===== config.mk =====
export PLATFORM = sky130hd
export DESIGN_NAME = seq_multiplier
export DESIGN_NICKNAME = d
export VERILOG_FILES = /design/src/rtl/mult_pkg.sv /design/src/rtl/add_sub_nbit.sv /design/src/rtl/seq_multiplier.sv
export SDC_FILE = /design/constraint.sdc
export NUM_CORES = 1
export LEC_CHECK = 0
export BUFFER_PORTS_ARGS = -buffer_cell sky130_fd_sc_hd__buf_2
export CORE_MARGIN = 3
export CORE_UTILIZATION = 50
export CTS_CLUSTER_DIAMETER = 150
export DETAILED_ROUTE_END_ITERATION = 7
export GPL_TIMING_DRIVEN = 1
export PLACE_DENSITY = 0.72
export SLEW_MARGIN = 25
export SYNTH_ARGS = -nofsm -noshare
export SYNTH_HDL_FRONTEND = slang
export SYNTH_SLANG_ARGS = --single-unit
export TNS_END_PERCENT = 5

===== constraint.sdc =====
create_clock -name clk -period 2.3 [get_ports clk]
set_clock_uncertainty 0.05 [all_clocks]
set_input_delay 0.23 -clock clk [delete_from_list [all_inputs] [get_ports clk]]
set_output_delay 0.23 -clock clk [all_outputs]
set_load 0.005 [all_outputs]

===== src/rtl/mult_pkg.sv =====
// Shared definitions for the sequential shift-add multiplier.
//   state_t   : controller states IDLE -> RUN -> DONE -> IDLE
//   cnt_width : width of a step counter that has to count to `width`
package mult_pkg;

  typedef enum logic [1:0] {
    IDLE = 2'd0,
    RUN  = 2'd1,
    DONE = 2'd2
  } state_t;

  function automatic int unsigned cnt_width(input int unsigned width);
    return $clog2(width + 1);
  endfunction

endpackage


===== src/rtl/add_sub_nbit.sv =====
// N-bit adder/subtractor, the parametrised form of the legacy 4-bit adder.
// Ports:
//   a, b   : N-bit operands
//   sub    : 0 -> result = a + b, 1 -> result = a - b (modulo 2^N)
//   result : N-bit result, carry-out discarded
module add_sub_nbit #(
  parameter int unsigned N = 9
) (
  input  logic [N-1:0] a,
  input  logic [N-1:0] b,
  input  logic         sub,
  output logic [N-1:0] result
);

  // Two's-complement subtract: invert b and inject the +1 as carry-in.
  assign result = a + (b ^ {N{sub}}) + {{(N-1){1'b0}}, sub};

endmodule


===== src/rtl/seq_multiplier.sv =====
// Sequential shift-add multiplier: one partial product per clock through a
// single (WIDTH+1)-bit adder, behind a start/done handshake.
// Ports:
//   clk, rst  : rising-edge clock, asynchronous active-high reset
//   start     : operation request, sampled only in IDLE
//   a, b      : multiplicand / multiplier, captured on the accepted start
//   signed_op : (SEQ_MULT_SIGNED_EN only) 1 = two's-complement operands
//   busy      : high from the accepted start through the done cycle
//   done      : one-cycle pulse, product valid
//   product   : 2*WIDTH-bit result, held until the next operation completes
// Configuration macro: SEQ_MULT_SIGNED_EN enables the signed_op port and the
// signed datapath (sign extension + final-step subtract).
module seq_multiplier
  import mult_pkg::*;
#(
  parameter int unsigned WIDTH = 8
) (
  input  logic                 clk,
  input  logic                 rst,
  input  logic                 start,
  input  logic [WIDTH-1:0]     a,
  input  logic [WIDTH-1:0]     b,
`ifdef SEQ_MULT_SIGNED_EN
  input  logic                 signed_op,
`endif
  output logic                 busy,
  output logic                 done,
  output logic [2*WIDTH-1:0]   product
);

  localparam int unsigned CW = cnt_width(WIDTH);
  localparam logic [CW-1:0] LAST = CW'(WIDTH - 1);

  state_t             state, state_n;
  logic [WIDTH-1:0]   mcand, mcand_n;
  logic [WIDTH-1:0]   hi, hi_n;
  logic [WIDTH-1:0]   lo, lo_n;
  logic [CW-1:0]      cnt, cnt_n;
  logic [2*WIDTH-1:0] product_n;
  logic               busy_n, done_n;

  logic               last;
  logic               ext_h, ext_m, add_sub;
  logic [WIDTH:0]     add_x, add_y, sum;

`ifdef SEQ_MULT_SIGNED_EN
  logic               sgn, sgn_n;
`endif

  assign last = (cnt == LAST);

  // Operand shaping for the single adder. In the signed case the running
  // high half is itself signed, so both adder inputs are sign-extended and
  // the multiplier MSB (final step) carries negative weight.
  always_comb begin
`ifdef SEQ_MULT_SIGNED_EN
    ext_h   = sgn & hi[WIDTH-1];
    ext_m   = sgn & mcand[WIDTH-1];
    add_sub = sgn & last;
`else
    ext_h   = 1'b0;
    ext_m   = 1'b0;
    add_sub = 1'b0;
`endif
    add_x = {ext_h, hi};
    add_y = lo[0] ? {ext_m, mcand} : '0;
  end

  add_sub_nbit #(
    .N(WIDTH + 1)
  ) u_add (
    .a      (add_x),
    .b      (add_y),
    .sub    (add_sub),
    .result (sum)
  );

  always_comb begin
    state_n   = state;
    mcand_n   = mcand;
    hi_n      = hi;
    lo_n      = lo;
    cnt_n     = cnt;
    product_n = product;
    done_n    = 1'b0;
`ifdef SEQ_MULT_SIGNED_EN
    sgn_n     = sgn;
`endif
    case (state)
      IDLE: begin
        if (start) begin
          mcand_n = a;
          hi_n    = '0;
          lo_n    = b;
          cnt_n   = '0;
`ifdef SEQ_MULT_SIGNED_EN
          sgn_n   = signed_op;
`endif
          state_n = RUN;
        end
      end
      RUN: begin
        // {sum, lo} >> 1 truncated to 2*WIDTH bits; the shifted-in fill bit
        // falls off the top, so logical vs arithmetic only shows in sum[WIDTH].
        hi_n  = sum[WIDTH:1];
        lo_n  = {sum[0], lo[WIDTH-1:1]};
        cnt_n = cnt + 1'b1;
        if (last) state_n = DONE;
      end
      DONE: begin
        product_n = {hi, lo};
        done_n    = 1'b1;
        state_n   = IDLE;
      end
      default: state_n = IDLE;
    endcase
    // busy is registered: it also covers the cycle in which done is high.
    busy_n = (state_n != IDLE) || (state == DONE);
  end

  always_ff @(posedge clk or posedge rst) begin
    if (rst) begin
      state   <= IDLE;
      mcand   <= '0;
      hi      <= '0;
      lo      <= '0;
      cnt     <= '0;
      product <= '0;
      busy    <= 1'b0;
      done    <= 1'b0;
`ifdef SEQ_MULT_SIGNED_EN
      sgn     <= 1'b0;
`endif
    end else begin
      state   <= state_n;
      mcand   <= mcand_n;
      hi      <= hi_n;
      lo      <= lo_n;
      cnt     <= cnt_n;
      product <= product_n;
      busy    <= busy_n;
      done    <= done_n;
`ifdef SEQ_MULT_SIGNED_EN
      sgn     <= sgn_n;
`endif
    end
  end

endmodule


======== Yosys cells after proc, flatten, opt, wreduce, memory -nomap -nowiden ========
Cells that the tools add are included.
cells by class
  add/subtract/negate cells ............... 2
  equality and inequality tests ........... 4
  multiplexer cells ....................... 11
  reductions and logical operators ........ 6
operators by type and width
  kind                                                                    number
  8-bit case mux with 2 select lines                                      2
  8-bit 2-to-1 mux                                                        3
  8-bit by 8-bit adder with 9-bit output                                  1
  4-bit case mux with 2 select lines                                      1
  4-bit by 1-bit adder with 4-bit output (second input constant)          1
  4-bit by 3-bit equality test with 1-bit output (second input constant)  1
  2-bit 2-to-1 mux                                                        2
  4-bit 2-to-1 mux                                                        1
  2-bit case mux with 2 select lines                                      1
  2-bit AND reduction                                                     2
  2-bit nonzero test                                                      2
  2-bit by 1-bit equality test with 1-bit output (second input constant)  1
  2-bit equality test (second input constant)                             1
  2-bit zero test                                                         1
  2-bit inequality test (second input constant)                           1
  1-bit logical OR                                                        1
  1-bit 2-to-1 mux                                                        1
word-level totals
  register bits after elaboration ......... 48
  input bits .............................. 19
  output and inout bits ................... 18
  word-level logic and storage cells ...... 31

======== Depth between registers and ports, before layout ========
  depth after elaboration ................. 5
  gate-level depth with buffers ........... 7
  mapped depth without buffers ............ 7

======== Hierarchy ========
From an unflattened synthesis, not the netlist that was laid out.
unflattened totals
  cell total of the unflattened synthesis .. 206
  area total of the unflattened synthesis .. 2451.1 µm²
modules (own cells, without submodules)
  module          times used  cells each  area each (µm²)  sequential area each (µm²)
  seq_multiplier  1           143         1961.9           1201.2
  add_sub_nbit    1           63          489.2            0.0

======== Worst setup path before layout ========
No wires, ideal clock.
  kind .................................... reg2reg
  from .................................... register lo[0]
  to ...................................... register hi[4]
  setup time .............................. 87 ps
  arrival time ............................ 1746 ps
  data required time ...................... 2163 ps
  slack ................................... 417 ps
  stages on the path, launching flop included .. 7
  path buffers ............................ 0
  clock period less this slack ............ 1883 ps
  cells stage by stage .................... dfrtp_1 -> and2_1 -> ha_1 -> a211oi_2 -> nor3_1 -> or4_4 -> o2111ai_2
on the way
  cells in the longest elaborated chain, start to end .. 3
RTL lines
  what                                    RTL line               text
  start: declaration                      seq_multiplier.sv:37   logic [WIDTH-1:0] lo, lo_n;
  start signal: assignment                seq_multiplier.sv:138  lo <= lo_n;
  8-bit 2-to-1 mux                        seq_multiplier.sv:66   add_y = lo[0] ? {ext_m, mcand} : '0;
  8-bit by 8-bit adder with 9-bit output  add_sub_nbit.sv:16     assign result = a + (b ^ {N{sub}}) + {{(N-1){1'b0}}, sub};
  8-bit case mux with 2 select lines      seq_multiplier.sv:89   case (state)
  end signal: assignment                  seq_multiplier.sv:137  hi <= hi_n;
  end: declaration                        seq_multiplier.sv:36   logic [WIDTH-1:0] hi, hi_n;
No other way between the ends.
A chain may end at the register's enable or synchronous reset.

======== Worst setup path after layout ========
  from .................................... register lo[0]
  to ...................................... register hi[5]
The elaborated chain is that of the path after synthesis.

==> insert_results.sql <==
INSERT INTO impl_metrics (metric_group, metric, value, unit) VALUES
('yosys', 'ys_warn_count', '0', ''),
('global_route', 'gr-usage-all-layers', '0.171', ''),
('setup_path', 'critical_path.startpoint', 'lo[0]', ''),
('route', 'num_vias', '1537', ''),
('final_layout', 'nets', '264', ''),
('power_and_ir_drop', 'power.share.sequential', '0.454', ''),
('placed_design', 'placedCellCount', '278', ''),
('floorplanning', 'die-width', '73.6', 'um'),
('global_route', 'grt_pass1_vias', '1516', ''),
('clock_tree', 'post_cts.resized_instances', '0', ''),
('final_layout', 'nFillCells', '379', ''),
('setup_path', 'cp.required', '2.47', 'ns'),
('power_and_ir_drop', 'pwr_density_cell', '1180', 'nW/um^2'),
('final_layout', 'antenna_cells_inserted', '0', ''),
('power_and_ir_drop', 'p_clk_frac', '0.163', ''),
('final_layout', 'sequential_cell_area', '1200', 'sq um'),
('clock_tree', 'htree_levels', '2', ''),
('placed_design', 'hpwl', '2.97', 'mm'),
('final_layout', 'multi_input_area', '1030', 'sq um'),
('timing', 'clock.fmax', '494', 'MHz'),
('power_and_ir_drop', 'internal_power', '0.00204', 'W'),
('route', 'postRouteWirelength', '4.04', 'mm'),
('yosys', 'synth-seq-cells', '48', ''),
('global_route', 'grt.overflow.total', '0', ''),
('timing', 'timing.max_slew.rel_slack', '0.407', ''),
('setup_path', 'arrival', '2.20', 'ns'),
('yosys', 'dominant_cells_by_area_after_synthesis', 'dfrtp_1 53%, mux2_2 12%, ha_1 4.9%', ''),
('timing', 'grt_setup_unrepaired', 'no', ''),
('timing', 'tns', '0', 'ns'),
('timing', 'final_setup_vio_count', '0', ''),
('floorplanning', 'placementRows', '23', ''),
('placed_design', 'portBuffers', '36', ''),
('yosys', 'netlist.area_leader.share', '0.525', ''),
('power_and_ir_drop', 'power.net_switching', '0.00106', 'W'),
('yosys', 'syn_area_per_cell', '11.8', 'sq um'),
('setup_path', 'timing.critical_path.from_type', 'flip-flop', ''),
('floorplanning', 'i_o_pin_total', '37', ''),
('clock_tree', 'hold_buffers', '0', ''),
('power_and_ir_drop', 'power', '0.00310', 'W'),
('global_route', 'grt_pass1_wl', '7.13', 'mm'),
('yosys', 'ys_types', '33', ''),
('yosys', 'synth_enable_flop_cells', '0', ''),
('timing', 'final-max-slew-violation-count', '0', ''),
('setup_path', 'critPathMaxFanout', '10', ''),
('placed_design', 'gp_congestion', '0.878', ''),
('clock_tree', 'clock_sinks', '48', ''),
('setup_path', 'crit-reg2reg-capture', 'hi[5]', ''),
('route', 'number_of_remaining_drc_errors', '0', ''),
('timing', 'final-hold-violation-count', '0', ''),
('setup_path', 'timing.setup.critical_path_class', 'reg2reg', ''),
('yosys', 'synth_fp_nets', '223', ''),
('clock_tree', 'clock_tree.root_cell', 'clkbuf_8', ''),
('yosys', 'syn-instance-count', '194', ''),
('yosys', 'post-synth-top-area-cell', 'dfrtp_1', ''),
('timing', 'tightest_slew', '0.888', 'ns'),
('setup_path', 'worst-r2r-setup-slack', '0.28', 'ns'),
('global_route', 'maximum_number_of_pins_on_one_net_before_global_route_repair', '49', ''),
('route', 'routed_wire_length_per_instance', '14.2', 'um'),
('run_status', 'outcome', 'finished, final reports clean', ''),
('floorplanning', 'die_area', '5420', 'sq um'),
('route', 'post_drt_via_cell_ratio', '5.39', ''),
('floorplanning', 'initial_utilization', '0.544', ''),
('yosys', 'synth.cells.most_frequent', '48 x dfrtp_1, 25 x mux2_2, 20 x o21ai_0, 18 x nand2_1, 12 x a21oi_1', ''),
('floorplanning', 'floorplan.core_area', '4200', 'sq um'),
('timing', 'crit_path_time_final', '2.02', 'ns'),
('power_and_ir_drop', 'peakVddDrop', '504', 'uV'),
('route', 'drt_iter0_drc', '84', ''),
('final_layout', 'finish.utilization', '0.622', ''),
('final_layout', 'area_growth', '14.4', '%'),
('setup_path', 'timing.rr.start', 'lo[0]', ''),
('clock_tree', 'cts.repair_timing.setup_buffer_count', '0', '');
[per-stage QoR]
step	area, sq um	setup WS [ns]
4_1_cts	2620	0.254
3_5_place_dp	2520	0.275
6_report	2620	0.278
5_1_grt	2620	0.0923
2_1_floorplan	2290	0.417
3_3_place_gp	2520	0.323
[placed cells by master (no fill, tap or decap), types with 2 or more instances in the layout]
cell      count
dfrtp_1      48
buf_2        36
mux2_2       25
o21ai_0      20
nand2_1      18
a21oi_1      12
ha_1          9
and3b_1       8
and2_1        8
clkbuf_8      6
buf_4         6
nor2_1        5
xnor2_1       4
a22o_1        3
nor3_1        3
nand2b_1      2
o21bai_1      2
nand3_1       2
o211ai_1      2
nand4_1       2
[final cells by class]
class	count	area share
Sequential cell	48	0.459
Multi-Input combinational cell	136	0.393
Timing Repair Buffer	42	0.0861
Clock buffer	6	0.0316
Tap cell	50	0.0239
Clock inverter	1	0.00335
Inverter	2	0.00287
[power groups by stage]
stage / Sequential [W] / Combinational (W) / Clock [W]
finish: 0.00141 / 0.00118 / 0.000505
global route: 0.00146 / 0.00136 / 0.000554
CTS: 0.00141 / 0.00120 / 0.000524
detailed placement: 0.00143 / 0.00119 / 0
global placement: 0.00142 / 0.00117 / 0
floorplan: 0.00136 / 0.000928 / 0
[flip-flops by register name (all words and copies together) (netlist names)]
register,count
product,16
hi,8
lo,8
mcand,8
cnt,4
state,2
busy,1
done,1
[how the worst max path moves through the flow]
stage,endpoint,slack [ns],depth (start not counted)
after floorplan,hi[4],0.42,6
after global placement,hi[4],0.32,6
after detailed placement,hi[7],0.28,7
after CTS,hi[7],0.25,7
after global routing,hi[6],0.09,6
final,hi[5],0.28,7
[critical path: stages, from the launching register on]
cell and delay [ns]:
dfrtp_1 0.45, and2_1 0.18, ha_1 0.22, fa_1 0.41
a21oi_1 0.18, o211ai_1 0.16, xnor2_1 0.15, o21ai_0 0.14
[kinds of logic after synthesis]
| logic type | synth area share |
|---|---|
| XOR/XNOR | 0.0153 |
| multiplexers | 0.128 |
| flip-flops | 0.525 |
| AO/OA/AOI/OAI | 0.107 |
| AND/OR/NAND/NOR | 0.142 |
| adder cells (fa/ha/maj) | 0.0580 |
| buffers and inverters | 0.0252 |
[metal layers]
metal,GRT usage,up-vias,share of wire
met5,0,-,0
met4,0.0523,0,0.011
met3,0.0438,6,0.048
met2,0.235,37,0.43
met1,0.264,721,0.52
li1,-,773,-
Note: power is estimated with default switching activity, not from simulation.
